**config.mk**
```make
export PLATFORM = sky130hd
export DESIGN_NAME = mcp3008_responder
export DESIGN_NICKNAME = d
export VERILOG_FILES = /design/src/rtl/mcp3008_responder.sv
export SDC_FILE = /design/constraint.sdc
export NUM_CORES = 1
export LEC_CHECK = 0
export CAP_MARGIN = 20
export CELL_PAD_IN_SITES_DETAIL_PLACEMENT = 1
export CELL_PAD_IN_SITES_GLOBAL_PLACEMENT = 1
export CORE_UTILIZATION = 39
export CTS_BUF_LIST = sky130_fd_sc_hd__clkbuf_8
export DETAILED_ROUTE_END_ITERATION = 7
export GPL_ROUTABILITY_DRIVEN = 0
export PLACE_DENSITY_LB_ADDON = 0.1
export SYNTH_ARGS = -nofsm -noshare
export SYNTH_HDL_FRONTEND = slang
export SYNTH_SLANG_ARGS = --single-unit
```
**constraint.sdc**
```tcl
create_clock -name clk -period 4.7 [get_ports clk]
set_input_delay 0.47 -clock clk [delete_from_list [all_inputs] [get_ports clk]]
set_output_delay 0.47 -clock clk [all_outputs]
set_load 0.005 [all_outputs]
```
**src/rtl/mcp3008_responder.sv**
```systemverilog
`default_nettype none
// ============================================================================
// Module   : mcp3008_responder
// Function : SPI (mode 0,0) responder modelling an MCP3008 8-channel 10-bit
//            ADC. SCK/CS/MOSI are oversampled in the clk domain. The start
//            bit and the 4-bit channel command are decoded, and the selected
//            (single-ended or clamped differential) sample is shifted out on
//            MISO: MSB-first, then LSB-first, then zeros.
// Revision : 1.0 - initial release
// ============================================================================
module mcp3008_responder #(
    // Synchronizer depth on the SPI pins; must be 2 or more
    parameter int SYNC_STAGES = 2
) (
    input  logic        clk,
    input  logic        reset,
    input  logic [79:0] ch_data,
    input  logic        spi_sck,
    input  logic        spi_cs,
    input  logic        spi_mosi,
    output logic        spi_miso,
    output logic        spi_miso_oe,
    output logic        cmd_valid,
    output logic        cmd_sgl,
    output logic [2:0]  cmd_sel
);

    localparam int         LAST    = SYNC_STAGES - 1;
    localparam logic [4:0] IDX_MAX = 5'd31;

    typedef enum logic [2:0] {
        S_IDLE       = 3'd0,
        S_WAIT_START = 3'd1,
        S_CMD        = 3'd2,
        S_SAMPLE     = 3'd3,
        S_MSB        = 3'd4,
        S_LSB        = 3'd5,
        S_ZERO       = 3'd6
    } state_t;

    // ------------------------------------------------------------------
    // Pin synchronizers
    // ------------------------------------------------------------------
    logic [SYNC_STAGES-1:0] sck_sync_q,  sck_sync_d;
    logic [SYNC_STAGES-1:0] cs_sync_q,   cs_sync_d;
    logic [SYNC_STAGES-1:0] mosi_sync_q, mosi_sync_d;
    logic                   sck_dly_q,   sck_dly_d;

    // Shift each pin one stage deeper; sck_dly keeps the previous SCK level
    always_comb begin
        sck_sync_d  = {sck_sync_q[SYNC_STAGES-2:0],  spi_sck};
        cs_sync_d   = {cs_sync_q[SYNC_STAGES-2:0],   spi_cs};
        mosi_sync_d = {mosi_sync_q[SYNC_STAGES-2:0], spi_mosi};
        sck_dly_d   = sck_sync_q[LAST];
    end

    // Synchronizers are not reset so that a CS already low at reset release
    // cannot masquerade as the start of a fresh frame
    always_ff @(posedge clk) begin
        sck_sync_q  <= sck_sync_d;
        cs_sync_q   <= cs_sync_d;
        mosi_sync_q <= mosi_sync_d;
        sck_dly_q   <= sck_dly_d;
    end

    logic sck_s;
    logic cs_s;
    logic mosi_s;
    logic sck_rise;
    logic sck_fall;

    assign sck_s    = sck_sync_q[LAST];
    assign cs_s     = cs_sync_q[LAST];
    assign mosi_s   = mosi_sync_q[LAST];
    assign sck_rise = sck_s & ~sck_dly_q;
    assign sck_fall = ~sck_s & sck_dly_q;

    // ------------------------------------------------------------------
    // Channel unpacking and conversion model
    // ------------------------------------------------------------------
    logic [9:0] ch [8];

    for (genvar gi = 0; gi < 8; gi++) begin : g_ch
        assign ch[gi] = ch_data[10*gi +: 10];
    end

    logic [2:0]  state_cmd_sr;
    logic [3:0]  cmd_word;
    logic [9:0]  in_pos;
    logic [9:0]  in_neg;
    logic [10:0] diff;
    logic [9:0]  conv;

    // The command completes when D0 arrives; the first three bits are
    // already in the shift register
    assign cmd_word = {state_cmd_sr, mosi_s};

    // IN+ is the selected channel; IN- is its pair partner (LSB flipped)
    always_comb begin
        in_pos = ch[cmd_word[2:0]];
        in_neg = ch[{cmd_word[2:1], ~cmd_word[0]}];
        diff   = {1'b0, in_pos} - {1'b0, in_neg};
        conv   = in_pos;
        if (!cmd_word[3]) begin
            conv = diff[10] ? 10'h000 : diff[9:0];
        end
    end

    // ------------------------------------------------------------------
    // Frame state machine
    // ------------------------------------------------------------------
    state_t     state_q,   state_d;
    logic [4:0] clk_idx_q, clk_idx_d;
    logic [2:0] cmd_sr_q,  cmd_sr_d;
    logic [9:0] hold_q,    hold_d;
    logic       miso_q,    miso_d;
    logic       oe_q,      oe_d;
    logic       valid_q,   valid_d;
    logic       sgl_q,     sgl_d;
    logic [2:0] sel_q,     sel_d;
    logic       armed_q,   armed_d;

    logic [4:0] clk_idx_inc;
    logic [3:0] msb_bit;
    logic [3:0] lsb_bit;

    assign state_cmd_sr = cmd_sr_q;
    assign clk_idx_inc  = (clk_idx_q == IDX_MAX) ? clk_idx_q : clk_idx_q + 5'd1;
    // Falls after rises 6..15 drive B9..B0; falls after 16..24 drive B1..B9
    assign msb_bit      = 4'd15 - clk_idx_q[3:0];
    assign lsb_bit      = clk_idx_q[3:0] - 4'd15;

    // Next-state and output logic; CS high overrides any SCK activity
    always_comb begin
        state_d   = state_q;
        clk_idx_d = clk_idx_q;
        cmd_sr_d  = cmd_sr_q;
        hold_d    = hold_q;
        miso_d    = miso_q;
        oe_d      = oe_q;
        valid_d   = 1'b0;
        sgl_d     = sgl_q;
        sel_d     = sel_q;
        armed_d   = armed_q;

        if (cs_s) begin
            state_d = S_IDLE;
            miso_d  = 1'b0;
            oe_d    = 1'b0;
            armed_d = 1'b1;
        end else begin
            case (state_q)
                S_IDLE: begin
                    // Only a CS low that follows an observed CS high opens a frame
                    if (armed_q) begin
                        armed_d = 1'b0;
                        state_d = S_WAIT_START;
                    end
                end
                S_WAIT_START: begin
                    if (sck_rise && mosi_s) begin
                        clk_idx_d = 5'd0;
                        state_d   = S_CMD;
                    end
                end
                S_CMD: begin
                    if (sck_rise) begin
                        clk_idx_d = clk_idx_inc;
                        cmd_sr_d  = {cmd_sr_q[1:0], mosi_s};
                        if (clk_idx_q == 5'd3) begin
                            sgl_d   = cmd_word[3];
                            sel_d   = cmd_word[2:0];
                            valid_d = 1'b1;
                            hold_d  = conv;
                            state_d = S_SAMPLE;
                        end
                    end
                end
                S_SAMPLE: begin
                    if (sck_rise) begin
                        clk_idx_d = clk_idx_inc;
                    end
                    if (sck_fall && (clk_idx_q == 5'd5)) begin
                        miso_d  = 1'b0;
                        oe_d    = 1'b1;
                        state_d = S_MSB;
                    end
                end
                S_MSB: begin
                    if (sck_rise) begin
                        clk_idx_d = clk_idx_inc;
                    end
                    if (sck_fall) begin
                        miso_d = hold_q[msb_bit];
                        if (clk_idx_q == 5'd15) begin
                            state_d = S_LSB;
                        end
                    end
                end
                S_LSB: begin
                    if (sck_rise) begin
                        clk_idx_d = clk_idx_inc;
                    end
                    if (sck_fall) begin
                        miso_d = hold_q[lsb_bit];
                        if (clk_idx_q == 5'd24) begin
                            state_d = S_ZERO;
                        end
                    end
                end
                S_ZERO: begin
                    if (sck_rise) begin
                        clk_idx_d = clk_idx_inc;
                    end
                    if (sck_fall) begin
                        miso_d = 1'b0;
                    end
                end
                default: begin
                    state_d = S_IDLE;
                    miso_d  = 1'b0;
                    oe_d    = 1'b0;
                end
            endcase
        end
    end

    // State and output registers with synchronous active-low reset
    always_ff @(posedge clk) begin
        if (!reset) begin
            state_q   <= S_IDLE;
            clk_idx_q <= 5'd0;
            cmd_sr_q  <= 3'd0;
            hold_q    <= 10'd0;
            miso_q    <= 1'b0;
            oe_q      <= 1'b0;
            valid_q   <= 1'b0;
            sgl_q     <= 1'b0;
            sel_q     <= 3'd0;
            armed_q   <= 1'b0;
        end else begin
            state_q   <= state_d;
            clk_idx_q <= clk_idx_d;
            cmd_sr_q  <= cmd_sr_d;
            hold_q    <= hold_d;
            miso_q    <= miso_d;
            oe_q      <= oe_d;
            valid_q   <= valid_d;
            sgl_q     <= sgl_d;
            sel_q     <= sel_d;
            armed_q   <= armed_d;
        end
    end

    assign spi_miso    = miso_q;
    assign spi_miso_oe = oe_q;
    assign cmd_valid   = valid_q;
    assign cmd_sgl     = sgl_q;
    assign cmd_sel     = sel_q;

endmodule
`default_nettype wire
```
# Yosys cells after proc, flatten, opt, wreduce, memory -nomap -nowiden
# Cells that the tools add are included.
dict set report totals {
  ff_bits 36
  latchBits 0
  ramBits 0
  romBits 0
  input_bits 85
  output_inout_bits 7
  mem_count 0
}
dict set report classes {
  n_addsub 4
  multipliers 0
  n_div 0
  order_cmp 4
  n_eq_ne 23
  shift 0
  n_mux 36
  n_bitwise 14
  reduce_logical 16
}
# cell n
set ops {}
lappend ops {{$bmux 10 s3} 2}
lappend ops {{$mux 10} 6}
lappend ops {{$mux 3} 9}
lappend ops {{$ne 2x2->1 const B} 11}
lappend ops {{$pmux 3 s7} 1}
lappend ops {{$mux 5} 3}
lappend ops {{$sub 10x10->11} 1}
lappend ops {{$eq 5x5->1 const B} 2}
lappend ops {{$lt 4x5->1 const B} 2}
lappend ops {{$mux 1} 10}
lappend ops {{$not 1->1} 10}
lappend ops {{$pmux 5 s2} 1}
lappend ops {{$reduce_and 10->1} 1}
lappend ops {{$reduce_and 5->1} 2}
lappend ops {{$eq 3x3->1 const B} 3}
lappend ops {{$bmux 1 s4} 2}
lappend ops {{$ge 4x4->1 const B} 2}
lappend ops {{$not 3->4} 2}
lappend ops {{$eq 3x2->1 const B} 2}
lappend ops {{$reduce_or 6->1} 1}
lappend ops {{$add 5x1->5 const B} 1}
lappend ops {{$eq 5x2->1 const B} 1}
lappend ops {{$eq 5x3->1 const B} 1}
lappend ops {{$eq 5x4->1 const B} 1}
lappend ops {{other kinds (17)} 20}

# Depth between registers and ports, before layout
# Gate-level depths: netlist (run 1).
dict set report depth {
  depth_word 8
  ltp_mapped 14
  ltp_nobuf 10
}

# Worst setup path before layout (run 1)
# Ideal clock, no wire load.
dict set report synth_path {
  kind {flip-flop to flip-flop}
  start {register mosi_sync_q[1]}
  end {register hold_q[2]}
  setup_ns 0.060
  arrival_ns 3.385
  required_ns 4.640
  path_slack_ns 1.255
  path_stages_with_launch 15
  period_less_slack_ns 3.445
  path_cell_list {dfxtp_1 -> buf_6 -> buf_2 -> buf_1 -> mux4_2 -> mux2_2 -> ha_1 -> fa_1 -> nand2b_1 -> a21oi_1 -> a211oi_1 -> o41ai_1 -> and2_1 -> buf_2 -> a32o_1}
}
dict set report synth_between {
  elab_chain_cells 8
  elab_cells_between_ends 12
}
# item line
set synth_lines {}
lappend synth_lines {{from (decl)} 46} ;# logic [SYNC_STAGES-1:0] mosi_sync_q, mosi_sync_d;
lappend synth_lines {{from (signal assigned)} 62} ;# mosi_sync_q <= mosi_sync_d;
lappend synth_lines {{$not 1->1} 101} ;# in_neg = ch[{cmd_word[2:1], ~cmd_word[0]}];
lappend synth_lines {{$not 3->4} 101}
lappend synth_lines {{$bmux 10 s3} 101}
lappend synth_lines {{$mux 10 (implied by the code) (2 in a row)} 101}
lappend synth_lines {{$sub 10x10->11} 102} ;# diff = {1'b0, in_pos} - {1'b0, in_neg};
lappend synth_lines {{$mux 10} 105} ;# conv = diff[10] ? 10'h000 : diff[9:0];
lappend synth_lines {{$mux 10 *} 104} ;# if (!cmd_word[3]) begin
lappend synth_lines {{to (signal assigned)} 245} ;# hold_q <= hold_d;
lappend synth_lines {{to (decl)} 115} ;# logic [9:0] hold_q, hold_d;
# Mark *: on every way between the ends. The rest lies on a longest branch, timed or not. The select of a mux whose other input is x is not followed.
# A chain may end at the register's enable or synchronous reset.

# Final worst setup path (run 1)
# Ends and elaborated chain as after synthesis.

==> results of run 1 <==
[power by group]
group / internal, uW / switching (uW) / total (uW)
Combinational: 154 / 96.4 / 250
Sequential: 309 / 9.18 / 318
Clock: 117 / 113 / 230
Total: 580 / 218 / 798
[layout make-up]
class,count,area (sq um),area share [%]
clock buffer,6,82.6,1.84
clock inverter,2,11.3,0.251
inverter,14,52.6,1.17
multi-input combinational,259,2530,56.5
sequential,36,723,16.1
tap,105,131,2.93
timing repair buffer,96,948,21.1
[registers in the layout, summed over array words and instances, names as in the netlist]
signal	count
armed_q	1
clk_idx_q	5
cmd_sel	3
cmd_sgl	1
cmd_sr_q	3
cmd_valid	1
cs_sync_q	2
hold_q	10
mosi_sync_q	2
sck_dly_q	1
sck_sync_q	2
spi_miso	1
spi_miso_oe	1
state_q	3
[cell usage after synthesis, drive strengths merged, types with 2 or more instances]
cell type	n	share of area (%)
a32o	2	0.58
clkbuf	6	0.65
nor3	7	1.0
nand3	4	0.58
o21a	3	0.65
buf	19	3.4
mux4	43	29
nor2	13	1.5
and2	2	0.36
nand4	4	0.73
inv	14	1.5
a22o	7	1.8
o41ai	2	0.51
xor2	4	1.0
o21ai	15	2.2
o22ai	2	0.36
or3	2	0.36
mux2i	18	5.2
xnor2	4	1.0
dfxtp	36	21
nor2b	13	2.4
a211oi	4	0.87
a31oi	3	0.54
and3	3	0.54
a21boi	7	1.5
o211ai	3	0.65
nand2	34	3.7
nor3b	2	0.58
nand2b	5	0.91
mux2	9	2.9
ha	15	5.4
a21oi	14	2.0
[worst max-delay path, cell delays in order (launching register included)]
cell and delay [ns]:
dfxtp_2 0.89, mux4_2 0.41, mux2_2 0.27, ha_1 0.21, fa_1 0.38, nand2b_1 0.19, a21oi_1 0.15, a211oi_1 0.10
o41ai_1 0.42, and2_1 0.37, a32o_1 0.21
[layout by cell type (no fill, tap or decap), types with 2 or more instances in the layout]
cell and instances:
o211ai_1 3, ha_1 15, buf_4 5, o41ai_1 2, a211oi_1 4, a31oi_1 3
o21a_1 3, clkbuf_8 6, inv_1 15, o21ai_0 11, clkdlybuf4s50_1 91, nor2b_1 13
a22o_1 7, nand3_1 4, mux2_2 9, a21oi_1 14, nand2_1 34, mux4_2 31
and3_1 3, a21boi_0 7, xnor2_1 4, or3_1 2, mux2i_1 18, dfxtp_2 2
a32o_1 2, o22ai_1 2, mux4_1 12, nand4_1 4, nand2b_1 5, and2_1 2
xor2_1 4, dfxtp_1 34, nor2_1 12, nor3_1 7, o21ai_1 4
[kinds of logic (layout without fill, tap and decap cells)]
family          Yosys count  count (layout)  share of synthesized area [%]
xor+xnor                  8               8                           2.03
simple gates             93              93                           13.8
compound gates           72              72                           14.2
mux                      70              70                           37.6
flops                    36              36                           20.9
fa+ha+maj                16              16                           6.03
buf+inv                  39             118                           5.55
[metrics by stage]
stage,cells,util [%],instance area (sq um),total power (uW)
2_1_floorplan,334,-,3450,470
3_3_place_gp,510,52.4,4390,568
3_5_place_dp,510,52.4,4390,577
4_1_cts,518,53.5,4480,810
5_1_grt,518,53.5,4480,839
6_report,518,53.5,4480,798
[routing by layer]
metal,track usage [%],part of all wire (%)
met5,0,0
met4,6.34,1.7
met3,2.37,3.4
met2,37.5,52
met1,25.4,43
[final timing paths]
| kind | startpoint | end | slack, ns | cells after the start |
|---|---|---|---|---|
| max | mosi_sync_q[1] | hold_q[2] | 1.01 | 10 |
| min | sck_sync_q[0] | sck_sync_q[1] | 0.33 | 0 |
| max reg2reg | mosi_sync_q[1] | hold_q[2] | 1.01 | 10 |
| min reg2reg | sck_sync_q[0] | sck_sync_q[1] | 0.33 | 0 |
==> metrics.cfg, run 1 <==
[critical_path]
cp.required_ns=4.93
start_kind=flip-flop
cp.arrival_ns=3.92
end_kind=flip-flop
cp_max_fo=33
critical_path_class=reg -> reg

[global_routing]
grt_pass1_vias=3117
grt_start_max_net_pins=34
overflow=0
grt_pass1_wl_um=14700
antenna_found_initial=0
track_usage_pct=20.6

[routing]
route.detailed.drc=0
vias=3039
wl_um=9060
drt_first_pass_iters=4
ant_nets=0
via_per_inst=5.87
wire_per_inst_um=17.5
drtIter0Drc=68

[clock_network]
hold_buffers=0
cts-resized-gates=0
clock-sinks=36
path_clk_slew_ns=0.08
clkLatencyLatePin_ns=0.29
clockBufferDepth=2
htreeDepth=2
cts_setup_buffers=0
cts.root.buffer_cell=clkbuf_8
cts_tree=done
cts_buffers=5

[floorplanning]
core-area_sq_mm=0.00838
start_util_pct=41.1
ios=92
fp.dieArea_sq_mm=0.00922
die_w_um=96.0
core.rowCount=33
fp.dieH_um=96.0

[synthesis]
yosys_warnings=0
synth-edff-count=0
syn_inst=334
syn_area_per_cell_sq_um=10.3
synth_cell_types=55
ys.flop_type=dfxtp_1
ys_seq_elements=36
ys_seq_area_share_pct=20.9
synth_area_sq_mm=0.00345
syn_nets=435
async_flop_share_pct=0

[placed_design]
pre_cts_slack_ns=0.960
dp_hpwl_um=7420
portBuffers=91

[flow_run]
cap_violations=0

[final_layout]
area_delta_synth_final_pct=30.1
diodes=0
fillers=938
drive_above_1_share_pct=14.3
fin_nets=513

[timing]
setup_violations=0
hold_ws_ns=0.330
slew_headroom_pct=41.7
fin_crit_ns=3.69
fin_setup_tns_ns=0
rsz0062_at_grt=false
period_share_pct=78.5
max_freq_mhz=271
drv_slew=0
worstMarginPinSlew_ns=0.872
finalHoldViolCount=0
clock_skew_ns=0.00833
worst_slack_ns=1.01

[pwr]
power_density_mw_per_mm2=178
p_leak_uw=0.00156
peakVddDrop_mv=0.0836

[outcome]
status=completed

[min_path]
min_path_type=reg -> reg

Power figures use the tool's default switching activity.
==> inputs of run 2 (changes only) <==
--- a/config.mk
+++ b/config.mk
@@ -8,7 +8,7 @@
 export CAP_MARGIN = 20
 export CELL_PAD_IN_SITES_DETAIL_PLACEMENT = 1
 export CELL_PAD_IN_SITES_GLOBAL_PLACEMENT = 1
-export CORE_UTILIZATION = 39
+export CORE_UTILIZATION = 35
 export CTS_BUF_LIST = sky130_fd_sc_hd__clkbuf_8
 export DETAILED_ROUTE_END_ITERATION = 7
 export GPL_ROUTABILITY_DRIVEN = 0
==> constraint.sdc (replaced) <==
create_clock -name clk -period 3 [get_ports clk]
set_input_delay 0.3 -clock clk [delete_from_list [all_inputs] [get_ports clk]]
set_output_delay 0.3 -clock clk [all_outputs]
set_load 0.005 [all_outputs]
==> run 2 against run 1 <==
Effect of this change:
- largest cell class unchanged
- via count is 6.3% higher
- the run now ends with setup timing left
- final cell count is 16% higher
- hold slack better by 0.0034 ns
- die area is 11% higher
- total power is 85% higher
- combinational power is 120% higher
- sequential cell count stayed put
- clock power is 94% higher
==> metrics.cfg, run 2 (synthesized netlist as in run 1, its figures left out) <==
[outcome]
status=finished with violations
violations=setup timing

[global_routing]
grt_pass1_wl_um=15700
grt_pass1_vias=3341
overflow=0
track_usage_pct=19.3
antenna_found_initial=0
grt_start_max_net_pins=20

[floorplanning]
fp.dieArea_sq_mm=0.0102
die_w_um=101
core-area_sq_mm=0.00937
fp.dieH_um=101
start_util_pct=36.8
core.rowCount=35
ios=92

[final_layout]
utilization_pct=55.5
mostFrequentLayoutCells=clkdlybuf4s50_1, buf_4, nand2_1, dfxtp_1, mux4_2
fin_cells=603
largest_register_ffs=10
area_delta_synth_final_pct=50.8
top_register=hold_q
fin_nets=574
layout_commonest_cell=clkdlybuf4s50_1
drive_above_1_share_pct=29.7
reg.largest.list=hold_q: 10 flops, clk_idx_q: 5 flops
diodes=0

[clock_network]
path_clk_slew_ns=0.08
hold_buffers=0
cts.root.buffer_cell=clkbuf_8
cts_tree=done
clkLatencyLatePin_ns=0.29
clock-sinks=36
cts_buffers=5
clockBufferDepth=2
htreeDepth=2

[critical_path]
end_kind=flip-flop
critical_path_class=reg -> reg
cp_max_fo=8
start_kind=flip-flop
r2r_slack_ns=-0.05
cp.required_ns=3.19
cp.arrival_ns=3.24

[timing]
max_freq_mhz=327
worstMarginPinSlew_ns=0.618
fin_crit_ns=3.05
finalHoldViolCount=0
period_share_pct=102
setup_violations=6
drv_slew=0
slew_headroom_pct=58.5
rsz0062_at_grt=true
worst_slack_ns=-0.0549
clock_skew_ns=0.00466

[pwr]
p_leak_uw=0.00191
peakVddDrop_mv=0.194
power_density_mw_per_mm2=285
total_power_uw=1480

[placed_design]
portBuffers=91
dp_hpwl_um=7790
dp.cells=572

[routing]
vias=3231
route.detailed.drc=0
ant_nets=0
wl_um=10300
drt_first_pass_iters=4
wire_per_inst_um=17.1
drtIter0Drc=82
via_per_inst=5.36

[min_path]
min_path_type=reg -> reg

[flow_run]
cap_violations=0

[run 2: cell count changes in the layout (fill, tap and decap cells not counted), sizes merged]
cell,previous run,this run
buf,5,65
bufinv,0,1
[run 2: cell type report]
cell class	count	area, sq um
Clock buffer	5	68.8
Clock inverter	3	46.3
Fill cell	1047	4170
Inverter	14	52.6
Multi-Input combinational cell	259	2650
Sequential cell	36	728
Tap cell	129	161
Timing Repair Buffer	157	1500
[run 2: path summary, 6_finish.rpt]
kind,start,end,cells after the start
hold reg to reg,mosi_sync_q[0],mosi_sync_q[1],0
hold / removal,mosi_sync_q[0],mosi_sync_q[1],0
setup reg to reg,cmd_sr_q[0],hold_q[2],13
setup / recovery,cmd_sr_q[0],hold_q[2],13
[run 2: timing repair]
item                       in CTS  in global routing
setup endpoints to repair      10                 10
pin swaps                       1                 15
buffers inserted                1                 22
gates resized for setup         5                 26
[run 2: per-layer routing]
metal | GRT usage, % | wire length [um] | share of wire (%) | vias to the layer above
met2 | 35.6 | 5330 | 52 | 73
met4 | 5.02 | 123 | 1.2 | 0
met1 | 23.6 | 4560 | 44 | 1579
met5 | 0 | 0 | 0 | -
met3 | 2.55 | 290 | 2.8 | 8
li1 | - | - | - | 1571
[run 2: power breakdown]
| part | switching (uW) | internal [uW] | total, uW |
|---|---|---|---|
| Clock | 195 | 250 | 446 |
| Sequential | 6.51 | 483 | 489 |
| Combinational | 207 | 337 | 544 |
[run 2: critical path, cell delays in order, from the launching register on]
cell,delay (ns)
dfxtp_4,0.39
buf_12,0.14
clkbuf_4,0.18
buf_4,0.13
buf_4,0.10
mux4_2,0.49
mux2i_1,0.17
ha_1,0.29
a21o_1,0.20
a21oi_2,0.15
a2bb2oi_2,0.18
o41ai_2,0.10
and2_4,0.18
a32o_1,0.24
[run 2: metrics by stage]
stage	area (sq um)	setup TNS, ns	hold slack [ns]	setup slack [ns]
2_1_floorplan	3500	0	0.310	0.0132
3_3_place_gp	4780	-1.76	0.314	-0.221
3_5_place_dp	4780	-3.02	0.316	-0.367
4_1_cts	4920	0	0.336	0.0253
5_1_grt	5200	-1.55	0.336	-0.207
6_report	5200	-0.190	0.333	-0.0549
